`src/rtl/stdcore_pkg.sv`:
```
// rtl/stdcore_pkg.sv - shared types and helpers for the stdcore arbiter blocks
package stdcore_pkg;

  typedef enum logic {
    IDLE = 1'b0,
    LOCK = 1'b1
  } arb_state_e;

  function automatic int src_width(input int n);
    return (n <= 1) ? 1 : $clog2(n);
  endfunction

endpackage

```
`src/rtl/stdcore_rr_pick.sv`:
```
// rtl/stdcore_rr_pick.sv - combinational round-robin pick, first request at or above ptr
module stdcore_rr_pick
  import stdcore_pkg::*;
#(
  parameter int N  = 4,
  parameter int SW = src_width(N)
) (
  input  logic [N-1:0]  req,
  input  logic [SW-1:0] ptr,
  output logic [N-1:0]  gnt,
  output logic [SW-1:0] idx,
  output logic          any
);

  always_comb begin
    gnt = '0;
    idx = '0;
    any = 1'b0;
    for (int k = 0; k < N; k++) begin
      int j;
      j = int'(ptr) + k;
      if (j >= N) j = j - N;
      if (!any && req[j]) begin
        any    = 1'b1;
        gnt[j] = 1'b1;
        idx    = SW'(j);
      end
    end
  end

endmodule

```
`src/rtl/stdcore_vrr_arb.sv`:
```
// rtl/stdcore_vrr_arb.sv - packet-locking round-robin arbiter into a one-entry output register
module stdcore_vrr_arb
  import stdcore_pkg::*;
#(
  parameter int DW = 16,
  parameter int N  = 4,
  parameter int SW = src_width(N)
) (
  input  logic            clk,
  input  logic            arst,
  input  logic [N*DW-1:0] p,
  input  logic [N-1:0]    p_val,
  input  logic [N-1:0]    p_last,
  output logic [N-1:0]    p_rdy,
  output logic [DW-1:0]   c,
  output logic            c_val,
  output logic            c_last,
  output logic [SW-1:0]   c_src,
  input  logic            c_rdy
);

  arb_state_e    state_q, state_d;
  logic [SW-1:0] ptr_q, ptr_d;
  logic [SW-1:0] lk_idx_q, lk_idx_d;
  logic [DW-1:0] c_q, c_d;
  logic          c_val_q, c_val_d;
  logic          c_last_q, c_last_d;
  logic [SW-1:0] c_src_q, c_src_d;

  logic [N-1:0]  pick_gnt;
  logic [SW-1:0] pick_idx;
  logic          pick_any;

  logic [N-1:0]  gnt;
  logic [SW-1:0] sel_idx;
  logic          space;
  logic          xfer;
  logic          sel_last;

  stdcore_rr_pick #(
    .N  (N),
    .SW (SW)
  ) u_pick (
    .req (p_val),
    .ptr (ptr_q),
    .gnt (pick_gnt),
    .idx (pick_idx),
    .any (pick_any)
  );

  // A locked packet owns the grant even while its requester idles mid-packet.
  always_comb begin
    gnt     = '0;
    sel_idx = pick_idx;
    if (state_q == LOCK) begin
      sel_idx       = lk_idx_q;
      gnt[lk_idx_q] = 1'b1;
    end else if (pick_any) begin
      gnt = pick_gnt;
    end
    if (arst) gnt = '0;
    space    = ~c_val_q | c_rdy;
    p_rdy    = {N{space}} & gnt;
    xfer     = |(p_rdy & p_val);
    sel_last = p_last[sel_idx];
  end

  always_comb begin
    state_d  = state_q;
    lk_idx_d = lk_idx_q;
    ptr_d    = ptr_q;
    case (state_q)
      IDLE: begin
        if (xfer && !sel_last) begin
          state_d  = LOCK;
          lk_idx_d = sel_idx;
        end
      end
      LOCK: begin
        if (xfer && sel_last) state_d = IDLE;
      end
      default: state_d = IDLE;
    endcase
    if (xfer && sel_last) begin
      ptr_d = (int'(sel_idx) >= N - 1) ? '0 : sel_idx + SW'(1);
    end
  end

  always_comb begin
    c_d      = c_q;
    c_val_d  = c_val_q;
    c_last_d = c_last_q;
    c_src_d  = c_src_q;
    if (xfer) begin
      c_d      = p[sel_idx*DW +: DW];
      c_val_d  = 1'b1;
      c_last_d = sel_last;
      c_src_d  = sel_idx;
    end else if (c_val_q && c_rdy) begin
      c_val_d = 1'b0;
    end
  end

  always_ff @(posedge clk or posedge arst) begin
    if (arst) begin
      state_q  <= IDLE;
      ptr_q    <= '0;
      lk_idx_q <= '0;
      c_q      <= '0;
      c_val_q  <= 1'b0;
      c_last_q <= 1'b0;
      c_src_q  <= '0;
    end else begin
      state_q  <= state_d;
      ptr_q    <= ptr_d;
      lk_idx_q <= lk_idx_d;
      c_q      <= c_d;
      c_val_q  <= c_val_d;
      c_last_q <= c_last_d;
      c_src_q  <= c_src_d;
    end
  end

  assign c      = c_q;
  assign c_val  = c_val_q;
  assign c_last = c_last_q;
  assign c_src  = c_src_q;

endmodule

```
`config.mk`:
```
export PLATFORM = sky130hd
export DESIGN_NAME = stdcore_vrr_arb
export DESIGN_NICKNAME = d
export VERILOG_FILES = /design/src/rtl/stdcore_pkg.sv /design/src/rtl/stdcore_rr_pick.sv /design/src/rtl/stdcore_vrr_arb.sv
export SDC_FILE = /design/constraint.sdc
export NUM_CORES = 1
export LEC_CHECK = 0
export ABC_AREA = 1
export CAP_MARGIN = 20
export CORE_MARGIN = 10
export CORE_UTILIZATION = 45
export DETAILED_ROUTE_END_ITERATION = 12
export GPL_TIMING_DRIVEN = 0
export PLACE_DENSITY = 0.85
export SYNTH_ARGS = -nofsm -noshare
export SYNTH_HDL_FRONTEND = slang
export SYNTH_SLANG_ARGS = --single-unit
```
`constraint.sdc`:
```
create_clock -name clk -period 4.6 [get_ports clk]
set_input_delay 0.92 -clock clk [delete_from_list [all_inputs] [get_ports clk]]
set_output_delay 0.92 -clock clk [all_outputs]
set_load 0.05 [all_outputs]
```
==> results_dict.tcl <==
set metrics [dict create \
    numCtsBuffers 3 \
    portBuffers 98 \
    syn_avg_cell_area_um2 6.35 \
    path_cells "clkdlybuf4s50_1, inv_1, nand2_1, nand3_2, nand2_4, nor2_1, nand2_1, nand2_1, nor2_1, nand3_1, nand2_1, nor2_1, clkdlybuf4s50_1" \
    ys_top_cells_by_area "dfrtp_1 29%, nand2_1 18%, o21ai_0 9.1%" \
    hp-start "c[8]" \
    whs_path_depth 2 \
    end_kind "output port" \
    p_total_mw 2.64 \
    grt_pass1_wl_um 12200 \
    cpMostUsedCell "nand2_1" \
    setup_viol 0 \
    cts_max_path_buffers 2 \
    postRouteAntennaNets 0 \
    hp-class "reg2reg" \
    startpoint "p_val[3]" \
    dieArea_mm2 0.00793 \
    worstReg2RegEnd "ptr_q[1]" \
    die_y_um 89.1 \
    top_layer "met4" \
    stdcell_count 495 \
    cts_hold_buf 0 \
    yosys-top-cells-count "101 x nand2_1, 45 x nor2_1, 39 x o21ai_0" \
    final_area_mm2 0.00327 \
    placed_cells 490 \
    cap_violations 0 \
    clkSinkCount 25 \
    root_buffer "clkbuf_8" \
    yosys.cell_count.top_type "nand2_1" \
    gp_congestion 0.912 \
    fmax_mhz 239 \
    synthToLayoutAreaGrowth_pct 52.4 \
    grt_max_degree 26 \
    worstHoldEndpoint "c[8]" \
    die_x_um 89.1 \
    drv_slew 0 \
    nets 522 \
    yosysSeqAreaShare_pct 29.2 \
    hold_slack_ns 0.488 \
    worstMarginPinSlew_ns 0.551 \
    period_minus_slack_ns 4.19 \
    p_leak_nw 1.52 \
    tns_ns 0 \
    synth-edff-count 0 \
    yosys.area.top_type "dfrtp_1" \
    cp_max_fo 8 \
    wl_met2_um 3910 \
    drc 0 \
    nFillCells 429 \
    critPathMaxStageDelay_ns 0.81 \
    grt-ovfl-total 0 \
    finClkSkew_ns 0.0118 \
    syn_inst 338 \
    final_layout_size_suffix_gt1_share_pct 8.62 \
    dp_hpwl_um 6360 \
    coreArea_mm2 0.00466 \
    drtIter0Drc 148 \
    power.density_mw_per_mm2 807 \
    register_area_um2 626 \
    synth_cell_type_count 27 \
    crit_arrival_ns 3.27 \
    period_share_pct 91.0 \
    met3_length_um 632 \
    async_flop_share_pct 100 \
    post_cts_resized 0 \
    synthFlopType "dfrtp_1" \
    multiInputGateArea_mm2 0.00132 \
    diodes 0 \
    vias 2572 \
    initial_core_util_pct 46.0 \
    worstSetupStartpointType "primary input" \
    htreeDepth 1 \
    cp_slowest_cell "clkdlybuf4s50_1" \
    syn_area_mm2 0.00215 \
    wl_per_cell_um 15.6 \
    wl_met1_um 3080 \
    hold_viol 0 \
    wl_um 7710 \
    cp_data_required_time_ns 3.68 \
    rsz0062_at_grt "no" \
    vias_per_cell 5.20 \
    postCtsSetupBuffers 0 \
    grt_usage_pct 19.5 \
    peakVddDrop_v 0.000367 \
    rows 25 \
    r2r_slack_ns 1.67 \
    insertion_delay_ns 0.28 \
    antenna_found_initial 0 \
    worstReg2RegStart "ptr_q[0]" \
    synth-seq-cells 25 \
    worstSetupPathType "in2out" \
    synthesis.nets 418 \
    outcome "complete, no violations" \
    worst_r2r_path_depth 16 \
    ioPinCount 99 \
    synth_top_area_share_pct 29.2 \
    placed_area_mm2 0.00319 \
    cts_tree "yes" \
    yosys_warnings 0 \
    firstDrtPassIters 4 \
    clkTransAtPathRegs_ns 0.09 \
    slew-limit-headroom_pct 63.1 \
    grt_pass1_vias 2570 \
]
==> placed cells by master, fill, tap and decap left out, drive strengths merged, types with 6 or more instances in the layout <==
master / netlist / layout
nand2: 109 / 109
clkdlybuf4s50: 0 / 98
o21ai: 52 / 52
nor2: 48 / 48
inv: 27 / 27
dfrtp: 25 / 25
nand3: 25 / 25
or2: 15 / 15
buf: 12 / 13
nand4: 6 / 6
==> layout make-up <==
cell class                 instances  area share [%]
timing repair buffer              99            30.8
buffer                            14            2.98
clock inverter                     1           0.230
multi-input combinational        272            40.4
inverter                          27            3.10
sequential                        25            19.1
tap                               54            2.07
clock buffer                       3            1.26
==> where the power goes <==
group | switching (mW) | internal (mW) | leakage, nW
combinational | 1.37 | 0.726 | 1.19
clock | 0.0758 | 0.0615 | 0.0217
sequential | 0.0785 | 0.329 | 0.311
total | 1.52 | 1.12 | 1.52
==> critical path, delay by kind of cell <==
| kind | cells | cell delay (ns) |
|---|---|---|
| buf+inv | 3 | 1.38 |
| simple gates | 10 | 0.97 |
==> sequential cells by signal, summed over array words and instances, names as in the netlist, named ones only <==
name      flops
c            16
c_last        1
c_src         2
c_val         1
lk_idx_q      2
ptr_q         2
==> stage by stage <==
stage | worst slack [ns] | util (%)
floorplan | 1.35 | -
global placement | 0.460 | 68.5
detailed placement | 0.435 | 68.5
CTS | 0.423 | 69.6
global route | 0.200 | 70.2
finish | 0.413 | 70.2
==> per-layer routing <==
| layer | GRT usage [%] | vias up |
|---|---|---|
| met4 | 4.19 | 0 |
| met5 | 0 | - |
| met2 | 34.2 | 82 |
| met3 | 6.56 | 8 |
| met1 | 22.5 | 1190 |
| li1 | - | 1292 |
==> cell families after synthesis <==
| kind of cell | synth area share (%) |
|---|---|
| simple gates | 43.6 |
| flops | 29.2 |
| buf+inv | 9.27 |
| compound gates | 15.1 |
| fa+ha+maj | 2.92 |
==> worst max-delay path by stage <==
stage                           to  depth (start not counted)
after floorplan           p_rdy[1]                         11
after global placement    p_rdy[1]                         13
after detailed placement  p_rdy[3]                         13
after CTS                 p_rdy[3]                         13
after global routing      p_rdy[3]                         13
final                     p_rdy[0]                         13
Power figures use the tool's default switching activity.
